===== src/rtl/spike_pkg.sv =====
// Shared types, widths and the round-robin channel picker for the spike burst generator.
package spike_pkg;

    localparam int unsigned CH_W  = 4;
    localparam int unsigned CNT_W = 3;
    localparam int unsigned HO_W  = 8;

    typedef enum logic [2:0] {
        ST_IDLE,
        ST_PULSE,
        ST_GAP,
        ST_HOLDOFF,
        ST_DONE
    } state_e;

    // Isolate the lowest set bit of a channel vector.
    function automatic logic [CH_W-1:0] lowest_bit(input logic [CH_W-1:0] x);
        return x & (~x + CH_W'(1));
    endfunction

    // Next set channel strictly above cur, wrapping; cur=0 yields the lowest set channel.
    function automatic logic [CH_W-1:0] rr_next(input logic [CH_W-1:0] mask,
                                                input logic [CH_W-1:0] cur);
        logic [CH_W-1:0] upto;
        logic [CH_W-1:0] above;
        upto  = (cur << 1) - CH_W'(1);
        above = mask & ~upto;
        return (above != '0) ? lowest_bit(above) : lowest_bit(mask);
    endfunction

endpackage


===== src/rtl/spike_gap_timer.sv =====
// Loadable down-counter shared by the inter-pulse gap and the post-burst holdoff.
module spike_gap_timer
    import spike_pkg::*;
(
    input  logic            i_clk_tst,
    input  logic            w_rst_n,
    input  logic            load,
    input  logic [HO_W-1:0] val,
    output logic [HO_W-1:0] value,
    output logic            expire_c
);

    logic [HO_W-1:0] cnt_q;

    always_ff @(posedge i_clk_tst or negedge w_rst_n) begin
        if (!w_rst_n) begin
            cnt_q <= '0;
        end else if (load) begin
            cnt_q <= val;
        end else if (cnt_q != '0) begin
            cnt_q <= cnt_q - HO_W'(1);
        end
    end

    assign value    = cnt_q;
    assign expire_c = (cnt_q == HO_W'(1));

endmodule


===== src/rtl/spike_burst_gen.sv =====
// Spike burst generator: P_SPIKE_NOM one-cycle pulses spaced by P_GAP, then a P_HOLDOFF quiet
// period and a done pulse. Define SPIKE_GEN_ROUND_ROBIN_EN to drive one channel per pulse.
module spike_burst_gen
    import spike_pkg::*;
#(
    parameter int unsigned P_SPIKE_NOM = 4,
    parameter int unsigned P_GAP       = 2,
    parameter int unsigned P_HOLDOFF   = 8'hF5
) (
    input  logic          i_clk_tst,
    input  logic          w_rst_n,
    input  logic          i_start,
    input  logic          i_abort,
    input  logic [CH_W:1] i_chan_mask,
    output logic [CH_W:1] o_spike,
    output logic          o_busy,
    output logic          o_done
);

    state_e           state_q;
    state_e           state_d;
    logic [CH_W:1]    mask_q;
    logic [CNT_W-1:0] spk_cnt_q;
    logic [CH_W-1:0]  pat_c;
    logic [CH_W-1:0]  first_pat_c;
    logic [CH_W-1:0]  next_pat_c;
    logic             last_pulse_c;
    logic             tmr_load_c;
    logic [HO_W-1:0]  tmr_val_c;
    logic [HO_W-1:0]  tmr_value;
    logic             tmr_expire_c;

    spike_gap_timer u_timer (
        .i_clk_tst (i_clk_tst),
        .w_rst_n   (w_rst_n),
        .load      (tmr_load_c),
        .val       (tmr_val_c),
        .value     (tmr_value),
        .expire_c  (tmr_expire_c)
    );

`ifdef SPIKE_GEN_ROUND_ROBIN_EN
    logic [CH_W-1:0] sel_q;

    assign first_pat_c = rr_next(i_chan_mask, '0);
    assign next_pat_c  = rr_next(mask_q, sel_q);

    always_ff @(posedge i_clk_tst or negedge w_rst_n) begin
        if (!w_rst_n) begin
            sel_q <= '0;
        end else if (state_d == ST_PULSE) begin
            sel_q <= pat_c;
        end
    end
`else
    assign first_pat_c = i_chan_mask;
    assign next_pat_c  = mask_q;
`endif

    assign last_pulse_c = ((spk_cnt_q + CNT_W'(1)) == CNT_W'(P_SPIKE_NOM));

    // Next state, timer load and the pattern the output register takes on entering PULSE.
    always_comb begin
        state_d    = state_q;
        tmr_load_c = 1'b0;
        tmr_val_c  = '0;
        pat_c      = '0;
        case (state_q)
            ST_IDLE: begin
                if (i_start && !i_abort && (i_chan_mask != '0)) begin
                    state_d = ST_PULSE;
                    pat_c   = first_pat_c;
                end
            end
            ST_PULSE: begin
                if (last_pulse_c) begin
                    state_d    = ST_HOLDOFF;
                    tmr_load_c = 1'b1;
                    tmr_val_c  = HO_W'(P_HOLDOFF);
                end else if (P_GAP == 0) begin
                    state_d = ST_PULSE;
                    pat_c   = next_pat_c;
                end else begin
                    state_d    = ST_GAP;
                    tmr_load_c = 1'b1;
                    tmr_val_c  = HO_W'(P_GAP);
                end
            end
            // A zero timer also exits, so a stale count can never wedge the FSM.
            ST_GAP: begin
                if (tmr_expire_c || (tmr_value == '0)) begin
                    state_d = ST_PULSE;
                    pat_c   = next_pat_c;
                end
            end
            ST_HOLDOFF: begin
                if (tmr_expire_c || (tmr_value == '0)) begin
                    state_d = ST_DONE;
                end
            end
            ST_DONE: begin
                state_d = ST_IDLE;
            end
            default: begin
                state_d = ST_IDLE;
            end
        endcase
        if ((state_q != ST_IDLE) && i_abort) begin
            state_d    = ST_IDLE;
            pat_c      = '0;
            tmr_load_c = 1'b1;
            tmr_val_c  = '0;
        end
    end

    // State, burst bookkeeping and outputs registered from the next state.
    always_ff @(posedge i_clk_tst or negedge w_rst_n) begin
        if (!w_rst_n) begin
            state_q   <= ST_IDLE;
            mask_q    <= '0;
            spk_cnt_q <= '0;
            o_spike   <= '0;
            o_busy    <= 1'b0;
            o_done    <= 1'b0;
        end else begin
            state_q <= state_d;
            o_spike <= pat_c;
            o_busy  <= (state_d != ST_IDLE);
            o_done  <= (state_d == ST_DONE);
            if ((state_q == ST_IDLE) && (state_d == ST_PULSE)) begin
                mask_q    <= i_chan_mask;
                spk_cnt_q <= '0;
            end else if (state_q == ST_PULSE) begin
                spk_cnt_q <= spk_cnt_q + CNT_W'(1);
            end
        end
    end

endmodule


===== config.mk =====
export PLATFORM = sky130hd
export DESIGN_NAME = spike_burst_gen
export DESIGN_NICKNAME = d
export VERILOG_FILES = /design/src/rtl/spike_pkg.sv /design/src/rtl/spike_gap_timer.sv /design/src/rtl/spike_burst_gen.sv
export SDC_FILE = /design/constraint.sdc
export NUM_CORES = 1
export LEC_CHECK = 0
export ABC_CLOCK_PERIOD_IN_PS = 4900
export CORE_ASPECT_RATIO = 0.75
export CORE_MARGIN = 2
export CORE_UTILIZATION = 40
export DETAILED_ROUTE_END_ITERATION = 10
export DONT_BUFFER_PORTS = 1
export PLACE_DENSITY = 0.55
export SYNTH_ARGS = -nofsm -noshare
export SYNTH_HDL_FRONTEND = slang
export SYNTH_HIERARCHICAL = 1
export SYNTH_SLANG_ARGS = --single-unit

===== constraint.sdc =====
create_clock -name i_clk_tst -period 4.9 [get_ports i_clk_tst]
set_input_delay 0.98 -clock i_clk_tst [delete_from_list [all_inputs] [get_ports i_clk_tst]]
set_output_delay 0.98 -clock i_clk_tst [all_outputs]
set_load 0.1 [all_outputs]

# [After elaboration in Yosys (flattened, before gate mapping)]
# Cells that the tools add are included.
[word_totals] register_bits=24 inputBits=8 wordCells=49
[classes] add_sub_neg=2 muxes=19 n_reduce_logical=14 n_eq_ne=7
[op_table] op="8-bit 2-to-1 mux" n=5
[op_table] op="3-bit 2-to-1 mux" n=6
[op_table] op="4-bit 2-to-1 mux" n=3
[op_table] op="3-bit one-hot mux with 4 select lines" n=1
[op_table] op="8-bit by 1-bit equality test with 1-bit output, second input constant" n=1
[op_table] op="8-bit logical NOT" n=1
[op_table] op="4-bit one-hot mux with 2 select lines" n=1
[op_table] op="8-bit nonzero test" n=1
[op_table] op="8-bit by 1-bit subtractor with 8-bit output, second input constant" n=1
[op_table] op="3-bit by 1-bit equality test with 1-bit output, second input constant" n=2
[op_table] op="3-bit by 2-bit equality test with 1-bit output, second input constant" n=2
[op_table] op="3-bit equality test, second input constant" n=2
[op_table] op="3-bit nonzero test" n=2
[op_table] op="1-bit logical AND" n=4
[op_table] op="2-bit nonzero test" n=2
[op_table] op="4-bit nonzero test" n=1
[op_table] op="3-bit by 1-bit adder with 3-bit output, second input constant" n=1
[op_table] op="3-bit logical NOT" n=1
[op_table] op="1-bit 2-to-1 mux" n=3
[op_table] op="1-bit logical NOT" n=1
[op_table] op="1-bit logical OR" n=1

# [Longest topological paths before layout]
# Gate-level depths: netlist of run 1.
[depth] depth_word=9 mapped_depth=7 ltp_nobuf=7

# [Cells and area by module]
# Netlist of run 1, hierarchy kept.
[modules_own_cells] mod="spike_burst_gen" cells_each=61 area_per_inst_um2=738.2 n_inst=1 seq_area_each_um2=400.4
[modules_own_cells] mod="spike_gap_timer" cells_each=61 area_per_inst_um2=540.5 n_inst=1 seq_area_each_um2=200.2

# [Worst setup path after synthesis of run 1]
# OpenSTA, ideal clock, no wires.
[synth_timing] kind="input-to-reg" startpoint="input port i_chan_mask[1] in the netlist's numbering" endpoint="register state_q[0]" t_arrival_ps=1814 path_slack_ps=2955 required_time_ps=4769 path_buffers=0 cell_stages=2 cell_sequence="o41a_4 -> or3_1"
[synth_via] elab_chain_cells=5
[synth_rtl] element="from (decl)" line="spike_burst_gen.sv:14" source="input logic [CH_W:1] i_chan_mask,"
[synth_rtl] element="4-bit nonzero test" line="spike_burst_gen.sv:70" source="if (i_start && !i_abort && (i_chan_mask != '0)) begin"
[synth_rtl] element="1-bit logical AND" line="spike_burst_gen.sv:70"
[synth_rtl] element="3-bit 2-to-1 mux" line="spike_burst_gen.sv:70"
[synth_rtl] element="3-bit one-hot mux with 4 select lines" line="spike_burst_gen.sv:68" source="case (state_q)"
[synth_rtl] element="3-bit 2-to-1 mux" line="spike_burst_gen.sv:108" source="if ((state_q != ST_IDLE) && i_abort) begin"
[synth_rtl] element="via state_d[0]" line="spike_burst_gen.sv:21" source="state_e state_d;"
[synth_rtl] element="to (signal assigned)" line="spike_burst_gen.sv:126" source="state_q <= state_d;"
[synth_rtl] element="to (decl)" line="spike_burst_gen.sv:20" source="state_e state_q;"
# The timed path passes the listed nets, and every way through them passes these cells.
# A chain may end at the register's enable or synchronous reset.

# [Worst setup path after layout of run 1]
[layout_timing] startpoint="register o_done" endpoint="output port o_done"
[layout_lines] element="from (decl)" line="spike_burst_gen.sv:17" source="output logic o_done"
[layout_lines] element="from (signal assigned)" line="spike_burst_gen.sv:129" source="o_done <= (state_d == ST_DONE);"
# No word-level cell between the ends.

==> impl_metrics.csv, run 1 <==
group,metric,value,unit
status,status,"complete, no violations",
setup_path,cp-start-kind,"register",
detailed_routing,drt-total-wl,2380,um
detailed_routing,vias,902,
worst_hold_path,hold_class,"in -> async",
synth,syn_area,1280,um^2
setup_path,critPathLaunch,"o_done$_DFF_PN0_",
sta,rsz0062_at_grt,"false",
synth,yosysWarnings,6,
sta,fin_setup_tns,0,ns
cells_and_area,fillerInstances,281,
sta,whs,0.391,ns
detailed_routing,wl_met3,115,um
setup_path,critPathMaxFanout,1,
pwr,irDropWorstVdd,0.206,mV
setup_path,r2r_end,"state_q[0]$_DFF_PN0_",
synth,yosys.cell_count.top_type,"dfrtp_1",
synth,synth_nets,135,
detailed_routing,wire_per_inst,15.0,um
global_routing,antenna_found_initial,0,
detailed_routing,wl_met2,966,um
synth,synth_top_area_share,47.0,%
detailed_routing,routed_via_density,5.71,
floorplanning,initial_core_util,42.6,%
floorplanning,die_area,3670,um^2
cells_and_area,final_nets,134,
synth,yosys.area.top_type,"dfrtp_1",
sta,slew_headroom,40.9,%
global_routing,grt_pass1_wl,4080,um
setup_path,r2r_cells,5,
cells_and_area,regArea,601,um^2
cells_and_area,syn_to_final_growth,6.36,%
cts,clkSinkCount,24,
detailed_routing,first_pass_iters,4,
setup_path,r2r_slack,2.86,ns
cts,holdBufCountCts,0,
synth,ys_ff_latch,24,
synth,ys_top_cells_by_count,"24 x dfrtp_1, 11 x nor2_1, 8 x a22o_2",
pwr,power_density,574,nW/um^2
sta,final-hold-violation-count,0,
detailed_routing,drc,0,
detailed_routing,ant_nets,0,
cts,cts_max_path_buffers,2,
synth,synth_area_leaders,"dfrtp_1 47%, a22o_2 6.3%, ha_1 4.9%",
placed_design,port_buffers,0,
setup_path,crit_cells,0,
cts,cts-root-buf,"clkbuf_8",
synth,async_reset_ff_share,100,%
floorplanning,row_count,17,
cts,clk_pin_slew_worst_paths,0.09,ns
synth,synthFlopType,"dfrtp_1",
detailed_routing,top_layer_used,"met4",
cts,cts_buffers,3,
synth,syn_avg_cell_area,10.5,um^2
setup_path,critical_path.endpoint,"o_done",
floorplanning,die_h,53.0,um
pwr,power,0.780,mW
global_routing,grt_usage,14.5,%
synth,yosysUniqueCellTypes,39,
global_routing,grt_overflow_total,0,
cts,htreeDepth,1,
cts,cts_tree,"yes",
floorplanning,die_w,69.3,um
setup_path,r2r-start,"u_timer/value[4]$_DFFE_PN0P_",
floorplanning,io-pin-count,14,
setup_path,worstPathArrival,1.20,ns
sta,post-route-min-period,2.18,ns
cts,clk-insertion-delay-late,0.27,ns
detailed_routing,drtIter0Drc,45,
synth,synth_edf_count,0,
synth,syn_inst,122,
sta,skew,0.00677,ns
cells_and_area,final_layout_size_suffix_gt1_share,15.0,%
cts,cts_resized,0,
placed_design,hpwl,1700,um
cells_and_area,multi_input_area,618,um^2
cells_and_area,antenna_cells,0,
global_routing,grt_max_degree,25,
detailed_routing,m1WireLength,1290,um
sta,fmax,459,MHz
synth,yosysSeqAreaShare,47.0,%
floorplanning,core,3000,um^2
sta,post-route-period-util,44.4,%
pwr,p_leak,0.593,nW
run,maxCapViolCount,0,
sta,setup_viol_count_final,0,
setup_path,path_class,"reg -> out",
setup_path,cp-end-kind,"primary output",
setup_path,critical_path_required,3.92,ns
global_routing,first_global_vias,841,
cts,cts_setup_buffers,0,
sta,final_max_slew_viol_count,0,
placed_design,gp_congestion,0.830,
sta,tightest_slew,0.875,ns
-- cells in the final DEF (no fill, tap or decap), types with 4 or more instances in the layout --
cell type  Yosys  layout
a21oi_1        6       6
a22o_2         8       8
dfrtp_1       24      24
ha_1           5       5
inv_1          6       6
nand2_1        6       6
nor2_1        11      11
nor3_1         4       4
nor4_1         4       4
o31ai_1        4       4
-- layout make-up --
class	instances	area share (%)
clock buffers	3	3.04
inverters	6	1.66
well taps	38	3.50
multi-input cells	86	45.4
flip-flops and latches	24	44.2
clock inverters	1	2.21
-- flip-flops by register name (all words and copies together), names as in the netlist --
| register | cells |
|---|---|
| mask_q | 4 |
| o_busy | 1 |
| o_done | 1 |
| o_spike | 4 |
| spk_cnt_q | 3 |
| state_q | 3 |
| u_timer/value | 8 |
-- cells by family after synthesis --
family / after synthesis / share of synthesized area, %
flip-flops: 24 / 47.0
XOR/XNOR: 3 / 2.06
AO/OA/AOI/OAI: 33 / 20.8
adder cells (fa/ha/maj): 5 / 4.89
buffers and inverters: 12 / 4.70
AND/OR/NAND/NOR: 42 / 18.6
other: 1 / 0.293
multiplexers: 2 / 1.66
-- routing by layer --
metal  vias up  global-route usage, %
met2        21                   19.4
met4         0                   2.94
met1       434                   22.3
li1        445                      -
met5         -                      0
met3         2                   4.57
-- power by group --
part / switching [mW] / internal [mW] / total (mW)
combinational: 0.129 / 0.120 / 0.249
sequential: 0.102 / 0.256 / 0.358
clock: 0.0644 / 0.109 / 0.174
-- worst min path at each step --
stage | cells after the start | to | start | slack, ns
after global placement | 1 | o_busy$_DFF_PN0_ | state_q[2]$_DFF_PN0_ | 0.47
after detailed placement | 1 | mask_q[2]$_DFFE_PN0P_ | mask_q[2]$_DFFE_PN0P_ | 0.49
final | 0 | u_timer/value[5]$_DFFE_PN0P_ | w_rst_n | 0.39
after floorplan | 1 | o_busy$_DFF_PN0_ | state_q[2]$_DFF_PN0_ | 0.44
after CTS | 0 | u_timer/value[5]$_DFFE_PN0P_ | w_rst_n | 0.39
after global routing | 0 | u_timer/value[4]$_DFFE_PN0P_ | w_rst_n | 0.37
-- through the flow --
stage	util (%)	instance area (um^2)	cells	setup WS (ns)
4_1_cts	45.3	1360	158	2.72
3_3_place_gp	43.0	1290	154	2.79
3_5_place_dp	43.0	1290	154	2.78
5_1_grt	45.3	1360	158	2.69
2_1_floorplan	-	1280	122	2.95
6_report	45.3	1360	158	2.72
No activity file was read; power rests on OpenSTA's default activity.
==> run 2: changes to the inputs <==
--- a/config.mk
+++ b/config.mk
@@ -5,13 +5,13 @@
 export SDC_FILE = /design/constraint.sdc
 export NUM_CORES = 1
 export LEC_CHECK = 0
-export ABC_CLOCK_PERIOD_IN_PS = 4900
+export ABC_CLOCK_PERIOD_IN_PS = 2000
 export CORE_ASPECT_RATIO = 0.75
 export CORE_MARGIN = 2
 export CORE_UTILIZATION = 40
 export DETAILED_ROUTE_END_ITERATION = 10
 export DONT_BUFFER_PORTS = 1
-export PLACE_DENSITY = 0.55
+export PLACE_DENSITY = 0.57
 export SYNTH_ARGS = -nofsm -noshare
 export SYNTH_HDL_FRONTEND = slang
 export SYNTH_HIERARCHICAL = 1
==> constraint.sdc (replaced) <==
create_clock -name i_clk_tst -period 2 [get_ports i_clk_tst]
set_input_delay 0.4 -clock i_clk_tst [delete_from_list [all_inputs] [get_ports i_clk_tst]]
set_output_delay 0.4 -clock i_clk_tst [all_outputs]
set_load 0.1 [all_outputs]
==> run 2 against run 1 <==
Effect of this change: wire length rose by 10%; largest cell class unchanged; final area rose by 6.5%; cell count rose by 7.6%; global-route usage rose by 1.3 points; total power rose by 150%; die area did not move; count of clock-buffer cells in the layout rose by 1.
==> impl_metrics.csv, run 2 (same netlist as run 1, synthesis figures left out) <==
group,metric,value,unit
cells_and_area,largest_register_ffs,8,
cells_and_area,mostFrequentLayoutCells,"24 x dfrtp_1, 11 x nor2_1, 10 x buf_4, 8 x a22o_2",
cts,cts-root-buf,"clkbuf_8",
floorplanning,row_count,17,
cells_and_area,final_core_util,48.3,%
setup_path,critPathMaxFanout,5,
detailed_routing,ant_nets,0,
cts,cts_max_path_buffers,2,
setup_path,r2r-start,"u_timer/value[6]$_DFFE_PN0P_",
floorplanning,initial_core_util,42.6,%
global_routing,grt_usage,15.7,%
cells_and_area,final_layout_size_suffix_gt1_share,22.0,%
sta,final_max_slew_viol_count,0,
cts,clkSinkCount,24,
cells_and_area,syn_to_final_growth,13.3,%
global_routing,grt_overflow_total,0,
cts,cts_tree,"yes",
cells_and_area,final_nets,146,
worst_hold_path,worstHoldPathCells,1,
pwr,power_density,1320,nW/um^2
global_routing,grt_max_degree,25,
setup_path,r2r_cells,5,
cts,holdBufCountCts,2,
sta,setup_viol_count_final,0,
cells_and_area,final_cell_count_no_fill,170,
global_routing,first_global_vias,919,
cells_and_area,regArea,601,um^2
cts,cts_setup_buffers,0,
sta,postLayoutSetupSlackWorst,0.110,ns
cts,cts_resized,0,
detailed_routing,drt-total-wl,2620,um
sta,post-route-min-period,1.89,ns
floorplanning,die_h,53.0,um
setup_path,critical_path_required,2.15,ns
cells_and_area,antenna_cells,0,
sta,tightest_slew,0.907,ns
cts,clk-insertion-delay-late,0.27,ns
cells_and_area,fillerInstances,266,
worst_hold_path,worstHoldEndpoint,"state_q[1]$_DFF_PN0_",
floorplanning,die_w,69.3,um
sta,fin_setup_tns,0,ns
worst_hold_path,hold_class,"in -> reg",
cts,clk_pin_slew_worst_paths,0.09,ns
global_routing,grt_pass1_wl,4440,um
setup_path,r2r_slack,0.11,ns
detailed_routing,vias,985,
status,status,"complete, no violations",
placed_design,gp_congestion,0.839,
sta,final-hold-violation-count,0,
detailed_routing,drtIter0Drc,66,
placed_design,port_buffers,0,
cts,htreeDepth,1,
detailed_routing,drc,0,
cts,cts_buffers,3,
setup_path,cp-end-kind,"register",
cells_and_area,multi_input_area,618,um^2
detailed_routing,wire_per_inst,15.4,um
global_routing,antenna_found_initial,0,
setup_path,worstPathArrival,2.04,ns
placed_design,pre_cts_ws,0.130,ns
sta,skew,0.00542,ns
detailed_routing,routed_via_density,5.79,
sta,fmax,529,MHz
sta,post-route-period-util,94.5,%
setup_path,r2r_end,"state_q[0]$_DFF_PN0_",
setup_path,path_class,"reg -> reg",
worst_hold_path,hold_start,"i_abort",
detailed_routing,first_pass_iters,4,
run,maxCapViolCount,0,
setup_path,cp-start-kind,"register",
cells_and_area,final_common_cell,"dfrtp_1",
floorplanning,core,3000,um^2
placed_design,dp_cells,164,
pwr,p_leak,0.652,nW
floorplanning,io-pin-count,14,
pwr,irDropWorstVdd,0.403,mV
sta,rsz0062_at_grt,"false",
sta,slew_headroom,38.8,%
floorplanning,die_area,3670,um^2
placed_design,hpwl,1890,um
-- run 2: through the flow --
stage,instance area [um^2],total power [mW],hold slack [ns]
floorplan,1280,1.38,0.104
global placement,1360,1.53,0.105
detailed placement,1360,1.56,0.105
CTS,1450,1.91,0.179
global route,1450,2.06,0.170
finish,1450,1.91,0.186
-- run 2: worst max-delay path by stage --
stage,from,slack (ns),end,depth (start not counted)
floorplan,u_timer/value[6]$_DFFE_PN0P_,0.07,state_q[0]$_DFF_PN0_,6
detailed placement,u_timer/value[6]$_DFFE_PN0P_,0.13,state_q[0]$_DFF_PN0_,5
CTS,u_timer/value[6]$_DFFE_PN0P_,0.13,state_q[0]$_DFF_PN0_,5
finish,u_timer/value[6]$_DFFE_PN0P_,0.11,state_q[0]$_DFF_PN0_,5
global route,u_timer/value[0]$_DFFE_PN0P_,0.04,u_timer/value[1]$_DFFE_PN0P_,5
global placement,u_timer/value[6]$_DFFE_PN0P_,0.15,state_q[0]$_DFF_PN0_,5
-- run 2: worst max-delay path: stages, from the launching register on --
cell and delay, ns:
dfrtp_1 0.39, or3_1 0.40, nor4_1 0.23, a21oi_1 0.15, a41o_2 0.30, or3_1 0.30
-- run 2: layer usage --
layer	track usage [%]	wire length (um)	vias up
met5	0	0	-
li1	-	-	472
met3	4.95	151	2
met1	23.6	1380	482
met2	21.6	1070	29
met4	3.92	10	0
-- run 2: layout make-up --
cell class                 instances  area share, %
tap                               38           3.28
clock buffer                       4           3.80
timing repair buffer              12           7.25
multi-input combinational         86           42.7
sequential                        24           41.5
inverter                           6           1.55
-- run 2: power breakdown --
part | leakage [nW] | switching, mW | internal (mW) | total, mW
Combinational | 0.315 | 0.443 | 0.346 | 0.789
Clock | 0.0288 | 0.157 | 0.176 | 0.333
Sequential | 0.309 | 0.161 | 0.629 | 0.790
Total | 0.652 | 0.762 | 1.15 | 1.91
